File: src/rtl/uart_cfg_pkg.sv
// uart_cfg_pkg: register map indices, STATUS bit positions, reset constants and commit FSM states
package uart_cfg_pkg;
    localparam logic [1:0] REG_CTRL   = 2'd0;
    localparam logic [1:0] REG_BAUD   = 2'd1;
    localparam logic [1:0] REG_STATUS = 2'd2;
    localparam logic [1:0] REG_RSVD   = 2'd3;
    localparam int COMMIT_BIT = 15;
    localparam int ST_PE      = 0;
    localparam int ST_FE      = 1;
    localparam int ST_BUSY    = 2;
    localparam int ST_PEND    = 3;
    localparam logic [15:0] BAUD_RST = 16'd5208;
    typedef enum logic {IDLE, PEND} commit_st_t;
endpackage

File: src/rtl/uart_cfg_channel.sv
// uart_cfg_channel: one UART's shadow/active CTRL+BAUD, sticky STATUS and commit FSM
//   wr_ctrl/wr_baud/wr_status: decoded write strobes; wr_data: write data
//   busy/err: live UART busy and {frame_err, parity_err} pulses
//   cur: register view before this cycle's write; byp: view as seen through a same-cycle write
//   act_ctrl/act_baud: committed config; update: one-cycle commit pulse
module uart_cfg_channel
    import uart_cfg_pkg::*;
#(
    parameter int DW = 16
) (
    input  logic               clk,
    input  logic               rst,
    input  logic               wr_ctrl,
    input  logic               wr_baud,
    input  logic               wr_status,
    input  logic [DW-1:0]      wr_data,
    input  logic               busy,
    input  logic [1:0]         err,
    output logic [3:0][DW-1:0] cur,
    output logic [3:0][DW-1:0] byp,
    output logic [DW-1:0]      act_ctrl,
    output logic [DW-1:0]      act_baud,
    output logic               update
);
    commit_st_t st;
    logic [DW-1:0] sh_ctrl, sh_baud, wd_ctrl;
    logic [1:0] sticky, post, sticky_nx;
    logic commit;
    always_comb begin
        wd_ctrl = wr_data;
        wd_ctrl[COMMIT_BIT] = 1'b0;
        commit = wr_ctrl && wr_data[COMMIT_BIT];
        // a same-cycle error pulse overrides the W1C clear
        post = (sticky & ~wr_data[1:0]) | err;
        sticky_nx = wr_status ? post : (sticky | err);
        cur = '0;
        byp = '0;
        cur[REG_CTRL] = sh_ctrl;
        cur[REG_BAUD] = sh_baud;
        cur[REG_STATUS][ST_PEND:ST_PE] = {st == PEND, busy, sticky};
        cur[REG_RSVD] = '0;
        byp[REG_CTRL] = wd_ctrl;
        byp[REG_BAUD] = wr_data;
        byp[REG_STATUS][ST_PEND:ST_PE] = {st == PEND, busy, post};
        byp[REG_RSVD] = '0;
    end
    always_ff @(posedge clk) begin
        if (rst) begin
            st       <= IDLE;
            sh_ctrl  <= '0;
            sh_baud  <= DW'(BAUD_RST);
            act_ctrl <= '0;
            act_baud <= DW'(BAUD_RST);
            sticky   <= '0;
            update   <= 1'b0;
        end else begin
            sticky <= sticky_nx;
            if (wr_ctrl) sh_ctrl <= wd_ctrl;
            if (wr_baud) sh_baud <= wr_data;
            update <= st == PEND && !busy;
            if (st == PEND && !busy) begin
                act_ctrl <= sh_ctrl;
                act_baud <= sh_baud;
            end
            // a fresh COMMIT on the commit edge re-arms so the newer shadow gets committed too
            st <= (commit || (st == PEND && busy)) ? PEND : IDLE;
        end
    end
endmodule

File: src/rtl/uart_cfg_bank_mc.sv
// uart_cfg_bank_mc: multi-channel UART config bank with shadowed commit, sticky status and two read ports
//   wr_en/wr_addr/wr_data: host write, address = {ch, reg[1:0]}
//   rd_addr_a/b, rd_data_a/b: independent read ports (combinational or registered)
//   uart_busy/uart_error: per-channel live busy and {frame_err, parity_err} pulses
//   cfg_ctrl/cfg_baud/cfg_update: active config per channel and commit pulses
//   addr_err: pulse the cycle after any out-of-range access
module uart_cfg_bank_mc
    import uart_cfg_pkg::*;
#(
    parameter int DATA_WIDTH   = 16,
    parameter int NUM_CH       = 4,
    parameter int READ_LATENCY = 0,
    parameter int AW           = $clog2(NUM_CH*4) + 1
) (
    input  logic                       clk,
    input  logic                       rst,
    input  logic                       wr_en,
    input  logic [AW-1:0]              wr_addr,
    input  logic [DATA_WIDTH-1:0]      wr_data,
    input  logic [AW-1:0]              rd_addr_a,
    output logic [DATA_WIDTH-1:0]      rd_data_a,
    input  logic [AW-1:0]              rd_addr_b,
    output logic [DATA_WIDTH-1:0]      rd_data_b,
    input  logic [NUM_CH-1:0]          uart_busy,
    input  logic [2*NUM_CH-1:0]        uart_error,
    output logic [NUM_CH*DATA_WIDTH-1:0] cfg_ctrl,
    output logic [NUM_CH*DATA_WIDTH-1:0] cfg_baud,
    output logic [NUM_CH-1:0]          cfg_update,
    output logic                       addr_err
);
    localparam int DW = DATA_WIDTH;
    localparam logic [AW-1:0] LIMIT = AW'(NUM_CH*4);
    logic [3:0][DW-1:0] cur [NUM_CH];
    logic [3:0][DW-1:0] byp [NUM_CH];
    logic [DW-1:0] va, vb;
    logic hit_a, hit_b;
    for (genvar c = 0; c < NUM_CH; c++) begin : g_ch
        uart_cfg_channel #(.DW(DW)) u_ch (
            .clk      (clk),
            .rst      (rst),
            .wr_ctrl  (wr_en && wr_addr == AW'(c*4 + int'(REG_CTRL))),
            .wr_baud  (wr_en && wr_addr == AW'(c*4 + int'(REG_BAUD))),
            .wr_status(wr_en && wr_addr == AW'(c*4 + int'(REG_STATUS))),
            .wr_data  (wr_data),
            .busy     (uart_busy[c]),
            .err      (uart_error[2*c +: 2]),
            .cur      (cur[c]),
            .byp      (byp[c]),
            .act_ctrl (cfg_ctrl[c*DW +: DW]),
            .act_baud (cfg_baud[c*DW +: DW]),
            .update   (cfg_update[c])
        );
    end
    // out-of-range addresses match no channel and fall through to zero
    always_comb begin
        hit_a = READ_LATENCY == 0 && wr_en && rd_addr_a == wr_addr;
        hit_b = READ_LATENCY == 0 && wr_en && rd_addr_b == wr_addr;
        va = '0;
        vb = '0;
        for (int i = 0; i < NUM_CH; i++) begin
            va = (rd_addr_a >> 2) == AW'(i) ? (hit_a ? byp[i][rd_addr_a[1:0]] : cur[i][rd_addr_a[1:0]]) : va;
            vb = (rd_addr_b >> 2) == AW'(i) ? (hit_b ? byp[i][rd_addr_b[1:0]] : cur[i][rd_addr_b[1:0]]) : vb;
        end
    end
    if (READ_LATENCY == 1) begin : g_reg
        always_ff @(posedge clk) begin
            rd_data_a <= rst ? '0 : va;
            rd_data_b <= rst ? '0 : vb;
        end
    end else begin : g_comb
        assign rd_data_a = va;
        assign rd_data_b = vb;
    end
    always_ff @(posedge clk) begin
        addr_err <= rst ? 1'b0 : ((wr_en && wr_addr >= LIMIT) || rd_addr_a >= LIMIT || rd_addr_b >= LIMIT);
    end
endmodule

File: config.mk
export PLATFORM = sky130hd
export DESIGN_NAME = uart_cfg_bank_mc
export DESIGN_NICKNAME = d
export VERILOG_FILES = /design/src/rtl/uart_cfg_pkg.sv /design/src/rtl/uart_cfg_channel.sv /design/src/rtl/uart_cfg_bank_mc.sv
export SDC_FILE = /design/constraint.sdc
export NUM_CORES = 1
export LEC_CHECK = 0
export CAP_MARGIN = 20
export CORE_MARGIN = 8
export CORE_UTILIZATION = 55
export DETAILED_ROUTE_END_ITERATION = 8
export GPL_TIMING_DRIVEN = 0
export PLACE_DENSITY = 0.75
export SETUP_SLACK_MARGIN = 0.02
export SYNTH_ARGS = -nofsm -noshare
export SYNTH_HDL_FRONTEND = slang
export SYNTH_HIERARCHICAL = 1
export SYNTH_SLANG_ARGS = --single-unit
File: constraint.sdc
create_clock -name clk -period 3.5 [get_ports clk]
set_input_delay 0.7 -clock clk [delete_from_list [all_inputs] [get_ports clk]]
set_output_delay 0.7 -clock clk [all_outputs]
set_load 0.01 [all_outputs]
==> key figures <==
Route
  • Via count: 18,600
  • DRC Markers: 0
  • DR vias/cell: ~5.9
  • Detailed Route WL: between 70 and 80 mm
  • Initial DRC Count: between 2,000 and 2,500
  • Final ANT Viol Nets: 0
  • First-pass DRT Iterations: 6
  • WL/cell: 24.9 µm

Logic synthesis
  • Netlist cell types: 48
  • Asr flop ratio synth: 0%
  • Cell Area, Synth: 21,900 µm²
  • Synth Area per Inst: about 11 µm²
  • FF+latch count, synth: 265
  • Syn Inst Count: 2,077
  • Syn. warnings: 6
  • Post-synth top flop: dfxtp_1
  • Post-synthesis sequential area ratio: about 24%
  • Count of flip-flops with a built-in enable after synthesis: 0

Timing
  • Min Tclk post-route: roughly 3.7 ns
  • Fin. max-slew vios: 0
  • Final setup viols: 25
  • Final setup margin: -0.224 ns
  • Unrepaired setup endpoints after global routing: yes
  • Max-slew headroom: a little over two fifths
  • Fin Hold WS: 0.364 ns
  • Final hold vios: 0
  • Fmax achieved: roughly 270 MHz
  • Slew @ Worst Pin: roughly 0.84 ns
  • Clock skew: about 0.0057 ns
  • Tcrit/Tclk final: 106%

Final layout
  • Finished Cell Area: 28,300 µm²
  • FF/Latch Area: ~5300 µm²
  • Final #Nets: approximately 2,600
  • Area occupied by multi-input gates: ~15,000 µm²
  • Most frequent cells in the layout: buf_4 (431), dfxtp_1 (265), conb_1 (236)
  • P&R area growth vs syn: 28.9%
  • Layout Utilization: 71.5%
  • Commonest non-fill, non-tap cell in the layout: buf_4
  • # fillers: ~2,800
  • Fraction of layout cells with a size suffix above 1: 38.6%

Global routing
  • Initial antenna violation count: 2
  • First-pass GRT wire length: around 110 mm
  • GRT Total Usage: a little under a third
  • Aggregate global routing overflow: 0
  • Number of global-route vias before repair: roughly 18,000
  • Pin count of the biggest net entering global routing: 30

Place
  • Quantity of I/O buffers inserted on ports: 200
  • Post-DP HPWL: between 50 and 60 mm
  • DP Area: ~26,000 µm²
  • RePlAce Congestion: around 1.0

CTS
  • Worst-Skew Late Latency: 0.57 ns
  • H-tree depth: 1
  • CTS tree: yes
  • CTS max path bufs: 3
  • CTS clock-pin slew for the worst setup and hold paths: 0.06 ns
  • CTS root buf: clkbuf_16
  • Clock sink count: 265
  • TritonCTS buffer count: 29

Power
  • Clk pwr share: between 30 and 40%
  • Sequential share of power: around 37%
  • P_leak: 11.1 nW
  • Sw power: 0.00231 W
  • Max VDD drop: ~0.36 mV
  • Final Power: about 0.0084 W
  • Internal power: ~0.0061 W
  • Combinational Power Share: about 25%
  • Switching Share: between 20% and 30%
  • Power Density: approximately 300 nW/µm²

Hold path
  • Worst hold endpoint: addr_err$_SDFF_PP0_
  • Hold Path Class: input port to flip-flop
  • Hold path depth: 3
  • Worst Hold Launch: rd_addr_b[4]

Critical path
  • Reg2Reg Depth: 3
  • R2r setup slk: approximately 2 ns
  • Crit path kind: input port to primary output
  • Critical Path RT: roughly 2.8 ns
  • Startpoint types: input port
  • Worst r2r src: g_ch[2].u_ch/st$_SDFF_PP0_
  • Critical Path End Type: primary output
  • Reg-to-reg endpoint: g_ch[2].u_ch/act_ctrl[7]$_SDFFE_PP0P_
  • Critical Path AT: roughly 3.0 ns
  • Worst Path Max Fanout: 10

Outcome
  • Failing checks: setup timing
  • Status: finished, violations left

Die
  • Cell Rows: 73
  • I/O pin count: 211
  • Core footprint: ~40,000 µm²
  • Starting density of the core: between 50% and 60%
  • DIE AREA: roughly 47,000 µm²
  • Die height: between 200 and 250 µm
  • Chip width: about 220 µm

Job
  • MaxCap Viol Count: 0
## power groups by stage
stage	logic [W]	clock network, W	registers (W)
2_1_floorplan	0.00125	0	0.00312
3_3_place_gp	0.00173	0	0.00313
3_5_place_dp	0.00178	0	0.00313
4_1_cts	0.00191	0.00327	0.00306
5_1_grt	0.00218	0.00340	0.00306
6_report	0.00211	0.00323	0.00306
## cells by family after synthesis
family,Yosys count,synth area share [%]
AOI/OAI and AO/OA,210,6.02
xor gates and xnor gates,10,0.433
buffers and inverters,566,17.4
DFF,265,24.2
muxes,511,37.0
other,4,0.0684
and+or+nand+nor,511,14.8
## registers in the layout, summed over array words and instances, names as in the netlist
signal / count
g_ch.u_ch/act_baud: 64
g_ch.u_ch/sh_baud: 64
g_ch.u_ch/act_ctrl: 60
g_ch.u_ch/sh_ctrl: 60
g_ch.u_ch/sticky: 8
g_ch.u_ch/st: 4
g_ch.u_ch/update: 4
addr_err: 1
## worst max-delay path by stage
stage | startpoint | to | slack (ns) | depth (start not counted)
floorplan | rd_addr_a[0] | rd_data_a[3] | 0.09 | 6
global placement | wr_data[0] | rd_data_a[0] | -1.81 | 7
detailed placement | wr_data[14] | rd_data_a[14] | -1.37 | 7
CTS | rd_addr_a[3] | rd_data_a[0] | -0.26 | 10
global route | rd_addr_a[3] | rd_data_a[12] | -0.26 | 10
finish | rd_addr_a[3] | rd_data_a[11] | -0.22 | 10
## cell type report
cell class | instances | area share [%]
Antenna cell | 1 | 0.00885
Buffer | 548 | 14.7
Clock buffer | 39 | 2.95
Clock inverter | 13 | 0.632
Inverter | 17 | 0.226
Multi-Input combinational cell | 1478 | 51.5
Sequential cell | 265 | 18.8
Tap cell | 525 | 2.32
Timing Repair Buffer | 247 | 8.95
## synth_stat cells, types with 7 or more instances
| library cell | number | area (µm²) |
|---|---|---|
| nand4bb_1 | 100 | 1130 |
| mux4_1 | 9 | 236 |
| a21oi_1 | 15 | 75.1 |
| a211o_1 | 20 | 175 |
| o22ai_1 | 15 | 93.8 |
| o21ai_0 | 104 | 521 |
| or4b_1 | 15 | 150 |
| xor2_1 | 7 | 61.3 |
| a311oi_1 | 8 | 70.1 |
| buf_4 | 403 | 3030 |
| o22a_1 | 17 | 149 |
| nand2b_1 | 107 | 669 |
| nor2_1 | 172 | 646 |
| nand2_1 | 51 | 191 |
| o221ai_1 | 16 | 140 |
| buf_6 | 16 | 180 |
| dfxtp_1 | 265 | 5310 |
| mux2i_1 | 270 | 2700 |
| mux4_2 | 229 | 5160 |
| buf_2 | 56 | 280 |
| buf_1 | 10 | 37.5 |
| o21ai_1 | 8 | 40.0 |
| inv_1 | 17 | 63.8 |
| clkbuf_1 | 64 | 240 |
| nor2b_1 | 39 | 244 |
## metal layers
| layer | up-vias | part of all wire [%] | GRT usage (%) |
|---|---|---|---|
| met5 | - | 0.012 | 0 |
| met1 | 9043 | 38 | 40.1 |
| met2 | 1138 | 45 | 48.4 |
| li1 | 8104 | - | - |
| met3 | 303 | 11 | 8.14 |
| met4 | 2 | 6.4 | 19.2 |
## timing repair
item	CTS	global route
pin swaps	15	22
setup endpoints to repair	32	32
gates cloned	4	2
buffers inserted	16	21
gates resized for setup	480	104
hold buffers	0	0
## per-stage QoR
| step | std cells | setup TNS [ns] | worst slack [ns] |
|---|---|---|---|
| 6_report | 3133 | -2.98 | -0.224 |
| 5_1_grt | 3133 | -3.75 | -0.259 |
| 4_1_cts | 3112 | -2.56 | -0.258 |
| 3_5_place_dp | 3040 | -39.13 | -1.37 |
| 3_3_place_gp | 3034 | -40.28 | -1.81 |
| 2_1_floorplan | 2309 | 0 | 0.0873 |
## worst max-delay path, cell delays in order
cell and delay (ns):
buf_12 0.12, xor2_4 0.18, nor4_4 0.30, buf_4 0.19, nand2_8 0.10, buf_8 0.18, mux2i_1 0.25, o22ai_2 0.19
or4b_4 0.56, clkdlybuf4s15_2 0.24
Power figures use the tool's default switching activity.
